File: src/rtl/tx_symbol_framer.sv
// Transmit-side 8-bit lane symbol framer: wraps packets in STP/END, nullifies
// underrun packets with EDB, fills gaps with IDLE and inserts SKP ordered sets.
module tx_symbol_framer #(
  parameter logic [7:0]  COM          = 8'hBC,
  parameter logic [7:0]  STP          = 8'hFB,
  parameter logic [7:0]  END          = 8'hFD,
  parameter logic [7:0]  EDB          = 8'hFE,
  parameter logic [7:0]  SKP          = 8'h1C,
  parameter logic [7:0]  IDLE         = 8'h7C,
  parameter int unsigned SKP_INTERVAL = 16,
  parameter int unsigned SKP_COUNT    = 3
) (
  input  logic       clk,
  input  logic       rst,
  input  logic       enb,
  input  logic [7:0] tx_DataE,
  input  logic       tx_Valid,
  input  logic       tx_Last,
  output logic       tx_Ready,
  output logic [7:0] tx_DataS,
  output logic       tx_K,
  output logic       k285
);

  localparam int unsigned IW = (SKP_INTERVAL > 1) ? $clog2(SKP_INTERVAL) : 1;
  localparam int unsigned CW = 3;

  typedef enum logic [1:0] {S_IDLE, S_DATA, S_END, S_SKP} state_e;

  state_e        state_q, state_d;
  logic [IW-1:0] ivl_q, ivl_d;
  logic          pend_q, pend_d;
  logic [CW-1:0] skp_q, skp_d;
  logic [7:0]    data_q, data_d;
  logic          k_q, k_d;
  logic          k285_q;
  logic          expire;

  // An expiry on the current cycle counts as pending so the set is never late.
  assign expire = (ivl_q == IW'(SKP_INTERVAL - 1));

  always_comb begin
    state_d = state_q;
    ivl_d   = expire ? '0 : ivl_q + IW'(1);
    pend_d  = pend_q | expire;
    skp_d   = skp_q;
    data_d  = data_q;
    k_d     = k_q;
    case (state_q)
      S_IDLE: begin
        if (pend_q || expire) begin
          data_d  = COM;
          k_d     = 1'b1;
          pend_d  = 1'b0;
          skp_d   = '0;
          state_d = S_SKP;
        end else if (tx_Valid) begin
          data_d  = STP;
          k_d     = 1'b1;
          state_d = S_DATA;
        end else begin
          data_d  = IDLE;
          k_d     = 1'b1;
        end
      end
      S_DATA: begin
        if (tx_Valid) begin
          data_d = tx_DataE;
          k_d    = 1'b0;
          if (tx_Last) state_d = S_END;
        end else begin
          data_d  = EDB;
          k_d     = 1'b1;
          state_d = S_IDLE;
        end
      end
      S_END: begin
        data_d  = END;
        k_d     = 1'b1;
        state_d = S_IDLE;
      end
      S_SKP: begin
        data_d = SKP;
        k_d    = 1'b1;
        skp_d  = skp_q + CW'(1);
        if (skp_q == CW'(SKP_COUNT - 1)) state_d = S_IDLE;
      end
      default: state_d = S_IDLE;
    endcase
  end

  always_ff @(posedge clk or negedge rst) begin
    if (!rst) begin
      state_q <= S_IDLE;
      ivl_q   <= '0;
      pend_q  <= 1'b0;
      skp_q   <= '0;
      data_q  <= 8'h00;
      k_q     <= 1'b0;
      k285_q  <= 1'b0;
    end else if (enb) begin
      state_q <= state_d;
      ivl_q   <= ivl_d;
      pend_q  <= pend_d;
      skp_q   <= skp_d;
      data_q  <= data_d;
      k_q     <= k_d;
      k285_q  <= (data_d == COM);
    end
  end

  assign tx_Ready = enb & (state_q == S_DATA);
  assign tx_DataS = data_q;
  assign tx_K     = k_q;
  assign k285     = k285_q;

endmodule

File: config.mk
export PLATFORM = sky130hd
export DESIGN_NAME = tx_symbol_framer
export DESIGN_NICKNAME = d
export VERILOG_FILES = /design/src/rtl/tx_symbol_framer.sv
export SDC_FILE = /design/constraint.sdc
export NUM_CORES = 1
export LEC_CHECK = 0
export ABC_AREA = 1
export CORE_ASPECT_RATIO = 1.5
export CORE_MARGIN = 2
export CORE_UTILIZATION = 44
export DETAILED_ROUTE_END_ITERATION = 10
export PLACE_DENSITY = 0.79
export RECOVER_POWER = 100
export SLEW_MARGIN = 20
export SYNTH_ARGS = -nofsm -noshare
export SYNTH_HDL_FRONTEND = slang
export SYNTH_SLANG_ARGS = --single-unit
File: constraint.sdc
create_clock -name clk -period 1.3 [get_ports clk]
set_clock_uncertainty 0.1 [all_clocks]
set_input_delay 0.325 -clock clk [delete_from_list [all_inputs] [get_ports clk]]
set_output_delay 0.325 -clock clk [all_outputs]
set_load 0.01 [all_outputs]
; Word-level counts from Yosys, hierarchy flattened
; Index checks and enable logic that the tools add are counted.
[totals]
ff_bits = 20
wordCells = 44
[classes]
add_sub_neg = 2
eq_ne = 10
n_mux = 17
bitwise = 2
reduce_logical = 6
[op_table]
columns = operator, n
row1 = $pmux 8 s4, 1
row2 = $mux 8, 3
row3 = $mux 2, 5
row4 = $eq 8x8->1 const B, 1
row5 = $pmux 2 s4, 1
row6 = $ne 3x3->1 const B, 2
row7 = $pmux 3 s2, 1
row8 = $add 4x1->4 const B, 1
row9 = $eq 2x2->1 const B, 2
row10 = $eq 4x4->1 const B, 1
row11 = $mux 4, 1
row12 = $ne 2x2->1 const B, 2
row13 = $reduce_and 4->1, 1
row14 = $add 3x1->3 const B, 1
row15 = $eq 3x2->1 const B, 1
row16 = $mux 1, 3
row17 = $mux 3, 1
row18 = $reduce_and 3->1, 1
row19 = $reduce_or 3->1, 1
row20 = $eq 2x1->1 const B, 1
row21 = $logic_not 2->1, 1
row22 = $pmux 1 s2, 1
row23 = $reduce_bool 2->1, 1
row24 = $and 1x1->1, 1
row25 = 2 further kinds, 2

; Longest topological paths before layout
; Gate-level depths: netlist of run 1.
[depth]
depth_word = 5
depth_mapped = 9
mapped_depth_nobuf = 9

; Worst setup path before layout of run 1
; No wires, ideal clock.
[synth_timing]
path_type = in2out
start = input port enb
end = output port tx_Ready
arrival_ns = 0.895
path_slack_ns = -0.020
path_stages = 4
cell_sequence = clkbuf_2 inv_2 buf_2 nor2_1
[synth_between]
elab_chain_cells = 1
[synth_rtl]
columns = element, line
row1 = from (decl), 15  ; input logic enb,
row2 = $and 1x1->1, 112  ; assign tx_Ready = enb & (state_q == S_DATA);
row3 = to (decl), 19  ; output logic tx_Ready,
; No other way between the ends.

; Worst setup path in the final report of run 1
[layout_timing]
start = register state_q[1]
end = output port tx_Ready
[layout_between]
elab_chain_cells = 2
[layout_rtl]
columns = element, line
row1 = from (decl), 30  ; state_e state_q, state_d;
row2 = from (signal assigned), 102  ; state_q <= state_d;
row3 = $eq 2x1->1, 112
row4 = $and 1x1->1, 112
; No other way between the ends.

==> results of run 1 <==
==> final cells by class <==
| class | instances | share of cell area (%) |
|---|---|---|
| Tap cell | 23 | 1.80 |
| Clock buffer | 4 | 2.26 |
| Multi-Input combinational cell | 94 | 37.2 |
| Timing Repair Buffer | 51 | 24.4 |
| Sequential cell | 20 | 31.2 |
| Inverter | 13 | 3.04 |
==> routing by layer <==
layer	track usage [%]	share of wire (%)
met3	1.69	4.9
met1	25.3	40
met4	6.82	1.2
met2	35.3	54
met5	0	0
==> repair_timing <==
action / in CTS / in global routing
buffers inserted: 11 / 2
setup endpoints to repair: 24 / 17
resized for setup: 59 / 20
hold endpoints to repair: 0 / 0
pin swaps: 3 / 9
==> power by group through the flow <==
stage,clock network [mW],logic (mW),registers (mW)
2_1_floorplan,0,0.734,1.04
3_3_place_gp,0,1.35,0.973
3_5_place_dp,0,1.39,0.991
4_1_cts,0.364,1.57,0.971
5_1_grt,0.389,1.92,1.02
6_report,0.361,1.72,0.994
==> registers in the layout, summed over array words and instances, names as in the netlist <==
signal / cells
tx_K: 1
k285: 1
tx_DataS: 8
ivl_q: 4
skp_q: 3
pend_q: 1
state_q: 2
==> cell usage in the layout, fill, tap and decap left out, drive strengths merged, types with 2 or more instances in the layout <==
| cell | instances |
|---|---|
| o22ai | 2 |
| o21ai | 12 |
| nor2 | 22 |
| clkbuf | 10 |
| nand3 | 8 |
| ha | 3 |
| a21oi | 5 |
| dlygate4sd2 | 2 |
| inv | 13 |
| clkdlybuf4s50 | 9 |
| xor2 | 2 |
| buf | 33 |
| dfrtp | 20 |
| nand2 | 38 |
==> kinds of logic after synthesis <==
family	Yosys count	synth area share, %
DFF	20	47.4
and+or+nand+nor	69	30.2
adders and majority gates	3	3.55
xor gates and xnor gates	2	1.66
buffers and inverters	17	6.99
AOI/OAI and AO/OA	20	10.2
==> worst max path at each step <==
stage / start / to / slack, ns
after global routing: state_q[1] / skp_q[2] / -0.21
after CTS: state_q[1] / tx_Ready / -0.15
after floorplan: ivl_q[0] / state_q[1] / 0.008
final: state_q[1] / tx_Ready / -0.14
after detailed placement: enb / tx_Ready / -0.61
after global placement: enb / tx_Ready / -0.60
==> tightest hold or removal path, stage by stage (launching register included) <==
cell	delay (ns)
dfrtp_1	0.36
nand2_1	0.05
nand2_1	0.06
==> through the flow <==
step / worst slack (ns) / util (%) / setup TNS [ns]
finish: -0.141 / 70.9 / -0.736
global route: -0.206 / 70.9 / -1.76
global placement: -0.602 / 63.5 / -6.52
CTS: -0.148 / 68.2 / -0.652
detailed placement: -0.610 / 63.5 / -7.19
floorplan: 0.00831 / - / 0
==> impl_metrics.yaml, run 1 <==
synthesis:
  synth.yosys.seq_area_share_pct: 47.4
  synth.net_count: 147
  synth.cells.most_frequent: "nand2_1 (33), dfrtp_1 (20), nor2_1 (19)"
  synth.top_cells.by_area: "dfrtp_1 (47%), nand2_1 (12%), nor2_1 (6.8%)"
  synth.ff_latch_count: 20
  yosys.cell_count.top_type: "nand2_1"
  postSynth.asyncResetShare_pct: 100
  synth_edf_count: 0
  netlist-cell-type-count: 25
  synth.avg_cell_area_sq_um: 8.06
  ys.flop_type: "dfrtp_1"
  ys_warn_count: 0
  post_synth_instance_area_sq_mm: 0.00106
  post-synth-top-area-fraction_pct: 47.4
  yosys.area.top_type: "dfrtp_1"
  synth_cells: 131
timing:
  slew-limit-headroom_pct: 65.2
  setup_violations: 8
  drv_slew: 0
  worst_slack_ns: -0.141
  grt_setup_unrepaired: "true"
  tightestPinTransition_ns: 0.522
  layout_worst_path_cycle_share_pct: 111
  achievable-frequency_ghz: 0.694
  hold_violations: 0
  hold_ws_ns: 0.399
  min_period_ns: 1.44
clocking:
  cts_made_buffers: 3
  htreeDepth: 1
  cts.sink_count: 20
  cts_max_path_buffers: 2
  cts-root-buf: "clkbuf_4"
  clkTransAtPathRegs_ns: 0.12
  tritoncts: "done"
  worstSkewPairLatency_ns: 0.30
  cts_hold_repair.buffers: 0
place:
  detail_placement_hpwl_mm: 1.69
  placement.io_buffers: 23
  routabilityCongestion: 0.808
  placedInstanceArea_sq_mm: 0.00144
  inst_count_dp: 190
pwr:
  combinational_share_of_power_pct: 56.0
  sw_frac_of_total_pct: 40.0
  netSwitchingPower_mw: 1.23
  power.sequential.fraction_pct: 32.3
  internal_power_mw: 1.85
  power.share.clock_pct: 11.7
  p_leak_nw: 0.804
  fin_total_pwr_mw: 3.08
  ir_worst_vdd_mv: 1.49
  total_power_density_per_cell_area_mw_per_mm2: 1920
floorplanning:
  initial_utilization_pct: 46.7
  i_o_pin_cnt: 24
  placementRows: 21
  die_area_sq_mm: 0.00282
  die_height_um: 64
  design.core.area_sq_mm: 0.00226
  die_x_um: 44
setup_path:
  timing.critical_path.buf_inv: 2
  timing.critical_path.max_delay_family: "flip-flops"
  path_cells: "inv_2 -> nand2_2 -> nor2_2 -> buf_2"
  cp_data_required_time_ns: 0.88
  crit_path_end_kind: "output pin"
  crit_cells: 4
  cp_slowest_cell: "dfrtp_1"
  timing.setup.critical_path_class: "flop to output pin"
  cp.arrival_ns: 1.02
  cp_launch_type: "flop"
  critical_path.reg2reg.endpoint: "state_q[1]"
  worstReg2RegStart: "state_q[1]"
  worst-r2r-setup-slack_ns: -0.12
  worstRegToRegCells: 8
  critical-path-max-stage-delay_ns: 0.41
  crit_path_max_fanout: 2
global_routing:
  global_route.usage.total_pct: 20.2
  pin_count_of_the_biggest_net_entering_global_routing: 21
  antenna_found_initial: 0
  via_count_of_the_first_global_routing_pass: 1056
  grt_pass1_wl_mm: 4.43
  globalRoute.totalOverflow: 0
finish:
  diodes: 0
  finish.cell_count_without_fillers: 205
  sequential_cell_area_in_the_final_layout_sq_um: 500
  post_route_cells_drive_above_1_share_pct: 40.1
  area_delta_synth_final_pct: 51.8
  final_net_count: 199
  final_design_area_no_fill_sq_mm: 0.00160
  num-fill-cells: 186
  multiInputGateArea_sq_um: 597
route:
  drt_pre_antenna_iters: 4
  ant_nets: 0
  drt-wirelength-per-cell_um: 12.6
  post_drt_via_cell_ratio: 5.06
  vias: 1037
  wl_mm: 2.58
  detailedRoute.firstIterationViolations: 18
  drc: 0
min_path:
  holdCritStartpoint: "tx_DataS[7]"
  min_to: "tx_DataS[7]"
  hold-path-cell-count: 2
  hold_path.class: "flop to flop"
job:
  drv.max_cap_violation_count: 0
run_status:
  outcome: "complete, but fails checks"
  failing_checks: "negative setup slack"
No activity file was read; power rests on OpenSTA's default activity.
==> inputs of run 2 (changes only) <==
CTS_CLUSTER_DIAMETER = 60   (was unset)
==> results of run 2 <==
Final layout, timing and power as in run 1 (identical DEF).
==> inputs of run 3 (changes only) <==
PLACE_DENSITY = 0.86   (was 0.79)
==> run 3 against run 2 <==
Compared with the run above: the run still ends with negative setup slack left; combinational power shrank 4%; maximum frequency shrank 1.8%; wire length grew 6.3%; sequential share of layout area grew 1.5 points; register-to-register slack lost 0.03 ns; global-route usage grew 0.34 points; largest cell class unchanged.
==> impl_metrics.yaml, run 3 (synthesized netlist as in run 1, its figures left out) <==
timing:
  setup_violations: 11
  hold_ws_ns: 0.393
  achievable-frequency_ghz: 0.682
  min_period_ns: 1.47
  grt_setup_unrepaired: "true"
  slew-limit-headroom_pct: 65.7
  tightestPinTransition_ns: 0.515
  setup_tns_ns: -0.959
  hold_violations: 0
  layout_worst_path_cycle_share_pct: 113
  drv_slew: 0
  worst_slack_ns: -0.167
setup_path:
  cp.arrival_ns: 1.04
  cp_launch_type: "flop"
  worstReg2RegStart: "state_q[0]"
  crit_path_start: "state_q[1]"
  timing.setup.critical_path_class: "flop to output pin"
  cp_data_required_time_ns: 0.88
  crit_path_end_kind: "output pin"
  crit_path_max_fanout: 2
clocking:
  clkTransAtPathRegs_ns: 0.11
  worstSkewPairLatency_ns: 0.31
  cts_max_path_buffers: 2
  tritoncts: "done"
  htreeDepth: 1
  cts.sink_count: 20
  cts_hold_repair.buffers: 0
  cts_made_buffers: 3
  cts-root-buf: "clkbuf_4"
finish:
  mostFrequentLayoutCell: "nand2_1"
  sequential_cell_area_in_the_final_layout_sq_um: 500
  finish.cell_count_without_fillers: 200
  diodes: 0
  final_design_area_no_fill_sq_mm: 0.00153
  number_of_flip_flops_under_the_largest_register_name: 8
  final_net_count: 195
  post-route-util_pct: 67.7
  area_delta_synth_final_pct: 44.9
  post_route_cells_drive_above_1_share_pct: 37.9
  num-fill-cells: 170
  layout.cells.most_common_list: "nand2_1 (30), dfrtp_1 (20), buf_4 (19), nor2_1 (16)"
  multiInputGateArea_sq_um: 568
place:
  placedInstanceArea_sq_mm: 0.00141
  detail_placement_hpwl_mm: 1.73
  inst_count_dp: 187
  routabilityCongestion: 0.808
  pre_cts_worst_setup_slack_ns: -0.631
  placement.io_buffers: 23
floorplanning:
  die_x_um: 44
  design.core.area_sq_mm: 0.00226
  die_area_sq_mm: 0.00282
  die_height_um: 64
  placementRows: 21
  initial_utilization_pct: 46.7
  i_o_pin_cnt: 24
run_status:
  failing_checks: "negative setup slack"
  outcome: "complete, but fails checks"
pwr:
  ir_worst_vdd_mv: 0.903
  fin_total_pwr_mw: 2.96
  total_power_density_per_cell_area_mw_per_mm2: 1930
  p_leak_nw: 0.775
route:
  detailedRoute.firstIterationViolations: 30
  ant_nets: 0
  wl_mm: 2.74
  post_drt_via_cell_ratio: 5.23
  vias: 1046
  drc: 0
  drt-wirelength-per-cell_um: 13.7
  drt_pre_antenna_iters: 4
job:
  drv.max_cap_violation_count: 0
global_routing:
  grt_pass1_wl_mm: 4.47
  globalRoute.totalOverflow: 0
  antenna_found_initial: 0
  pin_count_of_the_biggest_net_entering_global_routing: 21
  via_count_of_the_first_global_routing_pass: 1094
  global_route.usage.total_pct: 20.6
min_path:
  hold_path.class: "flop to flop"
  holdCritStartpoint: "tx_DataS[7]"
-- run 3: changes by cell type in the layout (fill, tap and decap cells not counted), sizes merged --
cell / previous run / this run
clkbuf: 10 / 11
buf: 33 / 27
-- run 3: worst paths after layout --
check                                    to  slack (ns)  cells after the start
min in group asynchronous          ivl_q[3]        0.41                      2
worst max register to register         k285       -0.15                      9
worst min-delay path            tx_DataS[7]        0.39                      2
worst min register to register  tx_DataS[7]        0.39                      2
max in group asynchronous       tx_DataS[6]        0.34                      2
worst max-delay path               tx_Ready       -0.17                      4
-- run 3: where the power goes --
part,switching [mW],total [mW],internal [mW]
Clock,0.197,0.306,0.109
Combinational,0.863,1.65,0.786
Sequential,0.163,1.00,0.840
Total,1.22,2.96,1.74
-- run 3: timing repair --
| item | in CTS | in global routing |
|---|---|---|
| setup buffers | 7 | 4 |
| gates resized for setup | 54 | 16 |
| setup endpoints to repair | 22 | 15 |
| gates cloned | 0 | 0 |
| pin swaps | 3 | 7 |
-- run 3: area by class of cell --
class	instances	share of cell area [%]
multi-input cells	94	37.1
flip-flops and latches	20	32.7
repair buffers	47	23.6
inverters	13	3.19
well taps	23	1.88
clock buffers	3	1.47
-- run 3: worst max-delay path, stage by stage, from the launching register on --
cell     delay, ns
dfrtp_1       0.40
inv_2         0.07
nand2_2       0.06
nor2_2        0.07
buf_2         0.13
-- run 3: per-layer routing --
metal	part of all wire, %	track usage, %	up-vias
met5	0	0	-
li1	-	-	508
met1	38	22.8	492
met2	53	36.4	37
met4	3.6	10.6	0
met3	5.0	2.82	9
